[config.mk]
export PLATFORM = sky130hd
export DESIGN_NAME = relay_sense_decoder
export DESIGN_NICKNAME = d
export VERILOG_FILES = /design/src/rtl/relay_code_pkg.sv /design/src/rtl/relay_debounce.sv /design/src/rtl/relay_sense_decoder.sv
export SDC_FILE = /design/constraint.sdc
export NUM_CORES = 1
export LEC_CHECK = 0
export BUFFER_PORTS_ARGS = -buffer_cell sky130_fd_sc_hd__buf_4
export CORE_MARGIN = 3
export CORE_UTILIZATION = 50
export CTS_BUF_LIST = sky130_fd_sc_hd__clkbuf_4 sky130_fd_sc_hd__clkbuf_8
export DETAILED_ROUTE_END_ITERATION = 8
export PLACE_DENSITY = 0.69
export SETUP_SLACK_MARGIN = 0.05
export SLEW_MARGIN = 0
export SYNTH_ARGS = -nofsm -noshare
export SYNTH_HDL_FRONTEND = slang
export SYNTH_SLANG_ARGS = --single-unit
[constraint.sdc]
create_clock -name clk -period 3.18 [get_ports clk]
set_clock_uncertainty 0.1 [all_clocks]
set_input_delay 0.159 -clock clk [delete_from_list [all_inputs] [get_ports clk]]
set_output_delay 0.159 -clock clk [all_outputs]
set_load 0.02 [all_outputs]
[src/rtl/relay_code_pkg.sv]
// Relay code table, fault codes and FSM encoding shared by the relay sense decoder.
package relay_code_pkg;

   localparam int unsigned MAX_COUNT = 13;
   localparam int unsigned NUM_CODES = MAX_COUNT + 1;

   localparam logic [1:0] FC_NONE    = 2'd0;
   localparam logic [1:0] FC_BAD_CMD = 2'd1;
   localparam logic [1:0] FC_TIMEOUT = 2'd2;
   localparam logic [1:0] FC_DRIFT   = 2'd3;

   typedef enum logic [1:0] {
      ST_IDLE,
      ST_SETTLE,
      ST_LOCKED,
      ST_FAULT
   } state_t;

   typedef struct packed {
      logic       valid;
      logic [3:0] count;
   } decode_t;

   // Pattern layout: {pin3[2:0], pin11[2:0], pin12, pin13}
   localparam logic [7:0] RELAY_CODE [NUM_CODES] = '{
      8'b000_000_0_0,  // 0
      8'b001_000_0_0,  // 1
      8'b001_001_0_0,  // 2
      8'b001_100_0_0,  // 3
      8'b001_101_0_0,  // 4
      8'b010_000_0_0,  // 5
      8'b010_000_0_0,  // 6
      8'b010_001_0_0,  // 7
      8'b010_010_0_1,  // 8
      8'b100_000_0_0,  // 9
      8'b100_000_0_1,  // 10
      8'b100_000_0_1,  // 11
      8'b100_100_1_0,  // 12
      8'b100_010_1_0   // 13
   };

   // Expected pattern for a commanded count; illegal counts map to all-zero.
   function automatic logic [7:0] code_of(input logic [3:0] count);
      logic [7:0] code;
      code = '0;
      for (int unsigned i = 0; i < NUM_CODES; i++) begin
         if (4'(i) == count) code = RELAY_CODE[i];
      end
      return code;
   endfunction

   // Lowest count whose code matches; duplicates resolve to the lower index.
   function automatic decode_t decode(input logic [7:0] p);
      decode_t d;
      d = '0;
      for (int unsigned i = 0; i < NUM_CODES; i++) begin
         if (!d.valid && RELAY_CODE[i] == p) begin
            d.valid = 1'b1;
            d.count = 4'(i);
         end
      end
      return d;
   endfunction

endpackage

[src/rtl/relay_debounce.sv]
// Two-flop synchronizer and pattern debounce for the 8 relay sense bits.
module relay_debounce #(
   parameter int unsigned DEBOUNCE_CYCLES = 16
) (
   input  logic       clk,
   input  logic       rst_n,
   input  logic [7:0] raw,
   output logic [7:0] stable
);

   localparam int unsigned CW = $clog2(DEBOUNCE_CYCLES + 1);

   logic [7:0]    sync1;
   logic [7:0]    sync2;
   logic [7:0]    cand;
   logic [CW-1:0] cnt;

   // Bring the asynchronous sense lines into the clock domain.
   always_ff @(posedge clk or negedge rst_n) begin
      if (!rst_n) begin
         sync1 <= '0;
         sync2 <= '0;
      end else begin
         sync1 <= raw;
         sync2 <= sync1;
      end
   end

   // The reloading sample counts as the first of the run, so cnt holds the
   // number of further matching samples; stable loads on the run's last sample.
   always_ff @(posedge clk or negedge rst_n) begin
      if (!rst_n) begin
         cand   <= '0;
         cnt    <= '0;
         stable <= '0;
      end else if (sync2 != cand) begin
         cand <= sync2;
         cnt  <= '0;
         if (DEBOUNCE_CYCLES == 1) stable <= sync2;
      end else if (32'(cnt) + 32'd2 >= DEBOUNCE_CYCLES) begin
         stable <= cand;
      end else begin
         cnt <= cnt + CW'(1);
      end
   end

endmodule

[src/rtl/relay_sense_decoder.sv]
// Decodes debounced relay sense lines into a lead count and supervises settling.
module relay_sense_decoder #(
   parameter int unsigned DEBOUNCE_CYCLES = 16,
   parameter int unsigned SETTLE_TIMEOUT  = 1000
) (
   input  logic       clk,
   input  logic       rst_n,
   input  logic [2:0] sense_pin3,
   input  logic [2:0] sense_pin11,
   input  logic       sense_pin12,
   input  logic       sense_pin13,
   input  logic       cmd_valid,
   input  logic [3:0] cmd_count,
   output logic [3:0] count_out,
   output logic       count_valid,
   output logic       settled,
   output logic       busy,
   output logic       fault,
   output logic [1:0] fault_code
);

   import relay_code_pkg::*;

   localparam int unsigned TW = $clog2(SETTLE_TIMEOUT + 1);
   localparam logic [TW-1:0] TIMER_LAST = TW'(SETTLE_TIMEOUT - 1);

   logic [7:0]    stable;
   logic [7:0]    expected;
   logic          match;
   decode_t       dec;
   state_t        state;
   state_t        state_nxt;
   logic [1:0]    fc_nxt;
   logic [3:0]    cmd_q;
   logic [TW-1:0] timer;

   relay_debounce #(
      .DEBOUNCE_CYCLES(DEBOUNCE_CYCLES)
   ) u_debounce (
      .clk    (clk),
      .rst_n  (rst_n),
      .raw    ({sense_pin3, sense_pin11, sense_pin12, sense_pin13}),
      .stable (stable)
   );

   // Compare against the command's own code so duplicate codes (6, 11) settle.
   always_comb begin
      expected = code_of(cmd_q);
      match    = (stable == expected);
      dec      = decode(stable);
   end

   // Registered decode of the stable pattern.
   always_ff @(posedge clk or negedge rst_n) begin
      if (!rst_n) begin
         count_out   <= '0;
         count_valid <= 1'b0;
      end else begin
         count_out   <= dec.count;
         count_valid <= dec.valid;
      end
   end

   // Command latch and settle timer; the timer stops at its terminal value.
   always_ff @(posedge clk or negedge rst_n) begin
      if (!rst_n) begin
         cmd_q <= '0;
         timer <= '0;
      end else if (cmd_valid) begin
         cmd_q <= cmd_count;
         timer <= '0;
      end else if (state == ST_SETTLE && timer != TIMER_LAST) begin
         timer <= timer + TW'(1);
      end
   end

   // State and fault code registers.
   always_ff @(posedge clk or negedge rst_n) begin
      if (!rst_n) begin
         state      <= ST_IDLE;
         fault_code <= FC_NONE;
      end else begin
         state      <= state_nxt;
         fault_code <= fc_nxt;
      end
   end

   // Next-state logic; a new command overrides any same-cycle timeout or drift.
   always_comb begin
      state_nxt = state;
      fc_nxt    = fault_code;
      if (cmd_valid) begin
         if (cmd_count > 4'(MAX_COUNT)) begin
            state_nxt = ST_FAULT;
            fc_nxt    = FC_BAD_CMD;
         end else begin
            state_nxt = ST_SETTLE;
            fc_nxt    = FC_NONE;
         end
      end else begin
         case (state)
            ST_SETTLE: begin
               if (match) begin
                  state_nxt = ST_LOCKED;
               end else if (timer == TIMER_LAST) begin
                  state_nxt = ST_FAULT;
                  fc_nxt    = FC_TIMEOUT;
               end
            end
            ST_LOCKED: begin
               if (!match) begin
                  state_nxt = ST_FAULT;
                  fc_nxt    = FC_DRIFT;
               end
            end
            default: ;
         endcase
      end
   end

   // Moore status outputs.
   always_comb begin
      busy    = (state == ST_SETTLE);
      settled = (state == ST_LOCKED);
      fault   = (state == ST_FAULT);
   end

endmodule

==> run summary <==
Number of DRC markers in iteration 0 - 42
Fin Setup TNS - 0 ns
Gate count after technology mapping - 243
Count of cell types in the netlist - 56
Final instance area - 0.00327 sq mm
Pre-antenna DRT Iters - 4
CP arrival - 2.17 ns
Mapped Area - 0.00277 sq mm
Worst Max-Slew Pin Slew - 0.724 ns
Total Routed Length - 4620 um
Cts bufs inserted - 9
Initial antenna violation count - 0
Area delta synth->final - 18.0%
DP Wirelength - 2960 um
Antenna cells - 0
Layout cells sized above 1 - 0.207
Hold wc startpoint - cmd_valid
Max IR drop VDD - 454 uV
Seq cells post-synth - 60
Gr ovfl total - 0
PostCTS Resize Cnt - 0
Register area share after synthesis - 0.542
WL/cell - 13.4 um
Clk sinks - 60
Site Rows - 26
Slew Limit Fails - 0
Syn Area/Cell - 11.4 sq um
Worst-path clk slew - 0.07 ns
DIE HEIGHT - 80.4 um
Crit Reg-Reg Startpoint - u_debounce.cand[1]
Num ports - 25
Max-Slew Margin vs Limit - 0.517
Max-cap violations - 0
Starting Density - 0.529
Tmin final - 2.05 ns
Type of the worst setup path - reg -> reg
Root buf cell - clkbuf_8
Die area - 0.00647 sq mm
Vias/cell - 5.38
Largest net degree at the start of global routing - 61
Most frequent cells in the layout - dfrtp_1 (60), buf_4 (24), nor2_1 (21)
DR DRC count - 0
Clock H-tree levels - 3
Startpoint Class - flop
Core box area - 0.00524 sq mm
DP Area - 0.00290 sq mm
Most common cell after layout, fill and taps aside - dfrtp_1
Warnings, synthesis - 0
Detail Route Antenna Nets - 0
Top FF cell, synth - dfrtp_1
EDFF count, synth - 0
Clock latency on the worst-skew pair - 0.33 ns
GRT Overall Usage - 0.164
Leakage - 1.45 nW
Hold Path Depth - 2
CTS tree - yes
Final number of hold-violating endpoints - 0
Worst Reg-to-Reg Cells - 5
GPL Wtd Cong - 0.865
CP Capture Type - flop
CP Data Required Time - 3.30 ns
Vias in the first global route - 1814
FFs w/ async S/R, synth - 1.00
Die X-Extent - 80.4 um
Hold Path Class - in -> reg
Vias - 1855
Final nets - 287
Fin crit share - 0.646
First-pass GRT wire length - 8090 um
Cell Pwr Density - 546 mW/mm^2
Crit-path max FO - 9
Setup violations, final - 0
Fmax - 0.487 GHz
Hold Path Sink - fault_code[1]
RSZ-0062 raised after global routing - false
Reg2Reg Capture Point - u_debounce.stable[4]
Maximum clock path buffer count - 2
Post-Syn Nets - 260
Port Buffer Count - 24
R2r setup slk - 1.13 ns
Status - completed
-- report_power, final --
| group | internal, W | switching [W] | total [W] |
|---|---|---|---|
| combinational | 0.0000875 | 0.0000833 | 0.000171 |
| clock | 0.000503 | 0.000279 | 0.000782 |
| sequential | 0.000795 | 0.0000379 | 0.000832 |
| total | 0.00139 | 0.000400 | 0.00179 |
-- registers in the layout, summed over array words and instances, names as in the netlist, 2 cells and up --
name,cells
timer,10
u_debounce.cand,8
u_debounce.stable,8
u_debounce.sync1,8
u_debounce.sync2,8
u_debounce.cnt,5
cmd_q,4
count_out,4
fault_code,2
state,2
-- routing by layer --
| metal | GRT usage | vias up | routed length [um] |
|---|---|---|---|
| met1 | 0.214 | 898 | 2110 |
| met5 | 0 | - | 0 |
| met2 | 0.248 | 41 | 2240 |
| met4 | 0.0777 | 0 | 71 |
| met3 | 0.0504 | 5 | 194 |
| li1 | - | 911 | - |
-- logic make-up (layout without fill, tap and decap cells) --
family | after synthesis | in the layout | share of synthesized area
xor+xnor | 24 | 24 | 0.0759
simple gates | 80 | 80 | 0.166
buf+inv | 24 | 56 | 0.0524
flops | 60 | 60 | 0.542
compound gates | 39 | 39 | 0.0985
fa+ha+maj | 2 | 2 | 0.00904
mux | 14 | 14 | 0.0556
-- cells in the mapped netlist (2+ instances only) --
cell type | number | area share
nand4_1 | 2 | 0.0045
o21ai_1 | 3 | 0.0054
clkbuf_1 | 12 | 0.016
a31oi_1 | 3 | 0.0068
nand4b_1 | 3 | 0.0095
xnor2_1 | 7 | 0.022
nor4_1 | 4 | 0.0090
mux2_2 | 11 | 0.045
o22ai_1 | 4 | 0.0090
buf_4 | 2 | 0.0054
a32oi_1 | 2 | 0.0063
xor2_1 | 17 | 0.054
nor2_1 | 21 | 0.028
o211ai_1 | 3 | 0.0081
nor3_1 | 2 | 0.0036
nand3_1 | 6 | 0.011
nor2b_1 | 7 | 0.016
mux2i_1 | 3 | 0.011
buf_6 | 4 | 0.016
dfrtp_1 | 60 | 0.54
and2_1 | 3 | 0.0068
a21oi_1 | 6 | 0.011
a211o_1 | 2 | 0.0063
o311a_1 | 3 | 0.011
and4_1 | 2 | 0.0063
nand2_1 | 11 | 0.015
o21ai_0 | 5 | 0.0090
nand2b_1 | 4 | 0.0090
ha_1 | 2 | 0.0090
inv_1 | 3 | 0.0041
-- cell type report --
| cell class | instances | area (sq um) |
|---|---|---|
| Tap cell | 70 | 87.6 |
| Multi-Input combinational cell | 159 | 1120 |
| Sequential cell | 60 | 1500 |
| Clock buffer | 13 | 166 |
| Fill cell | 425 | 1970 |
| Timing Repair Buffer | 37 | 310 |
| Inverter | 3 | 11.3 |
| Clock inverter | 3 | 68.8 |
-- worst max-delay path: stages, from the launching register on --
cell and delay (ns):
dfrtp_1 0.39, xor2_1 0.17, nor4_1 0.31, nand2_1 0.21, nor2_2 0.38, mux2_2 0.39
-- timing repair --
action                     CTS  global route
hold buffers                13             0
buffers inserted             0             0
hold endpoints to repair    72             0
setup endpoints to repair    0             0
-- through the flow --
step	setup WS, ns	hold WS (ns)	total power [W]	util	instances
after floorplan	1.37	-0.237	0.000954	-	243
after CTS	1.08	0.0475	0.00180	0.624	345
after detailed placement	1.13	0.170	0.00101	0.554	316
after global routing	0.922	0.0690	0.00187	0.624	345
final	1.13	0.0595	0.00179	0.624	345
after global placement	1.15	0.168	0.00100	0.554	316
-- how the worst max path moves through the flow --
stage	start	endpoint	slack [ns]	cells past startpoint
floorplan	cmd_q[1]	fault_code[0]	1.37	6
global placement	u_debounce.cand[1]	u_debounce.stable[0]	1.15	5
detailed placement	u_debounce.cand[1]	u_debounce.stable[2]	1.13	5
CTS	u_debounce.cand[1]	u_debounce.stable[4]	1.08	5
global route	u_debounce.cand[1]	u_debounce.stable[2]	0.92	5
finish	u_debounce.cand[1]	u_debounce.stable[4]	1.13	5
No activity file was read; power rests on OpenSTA's default activity.
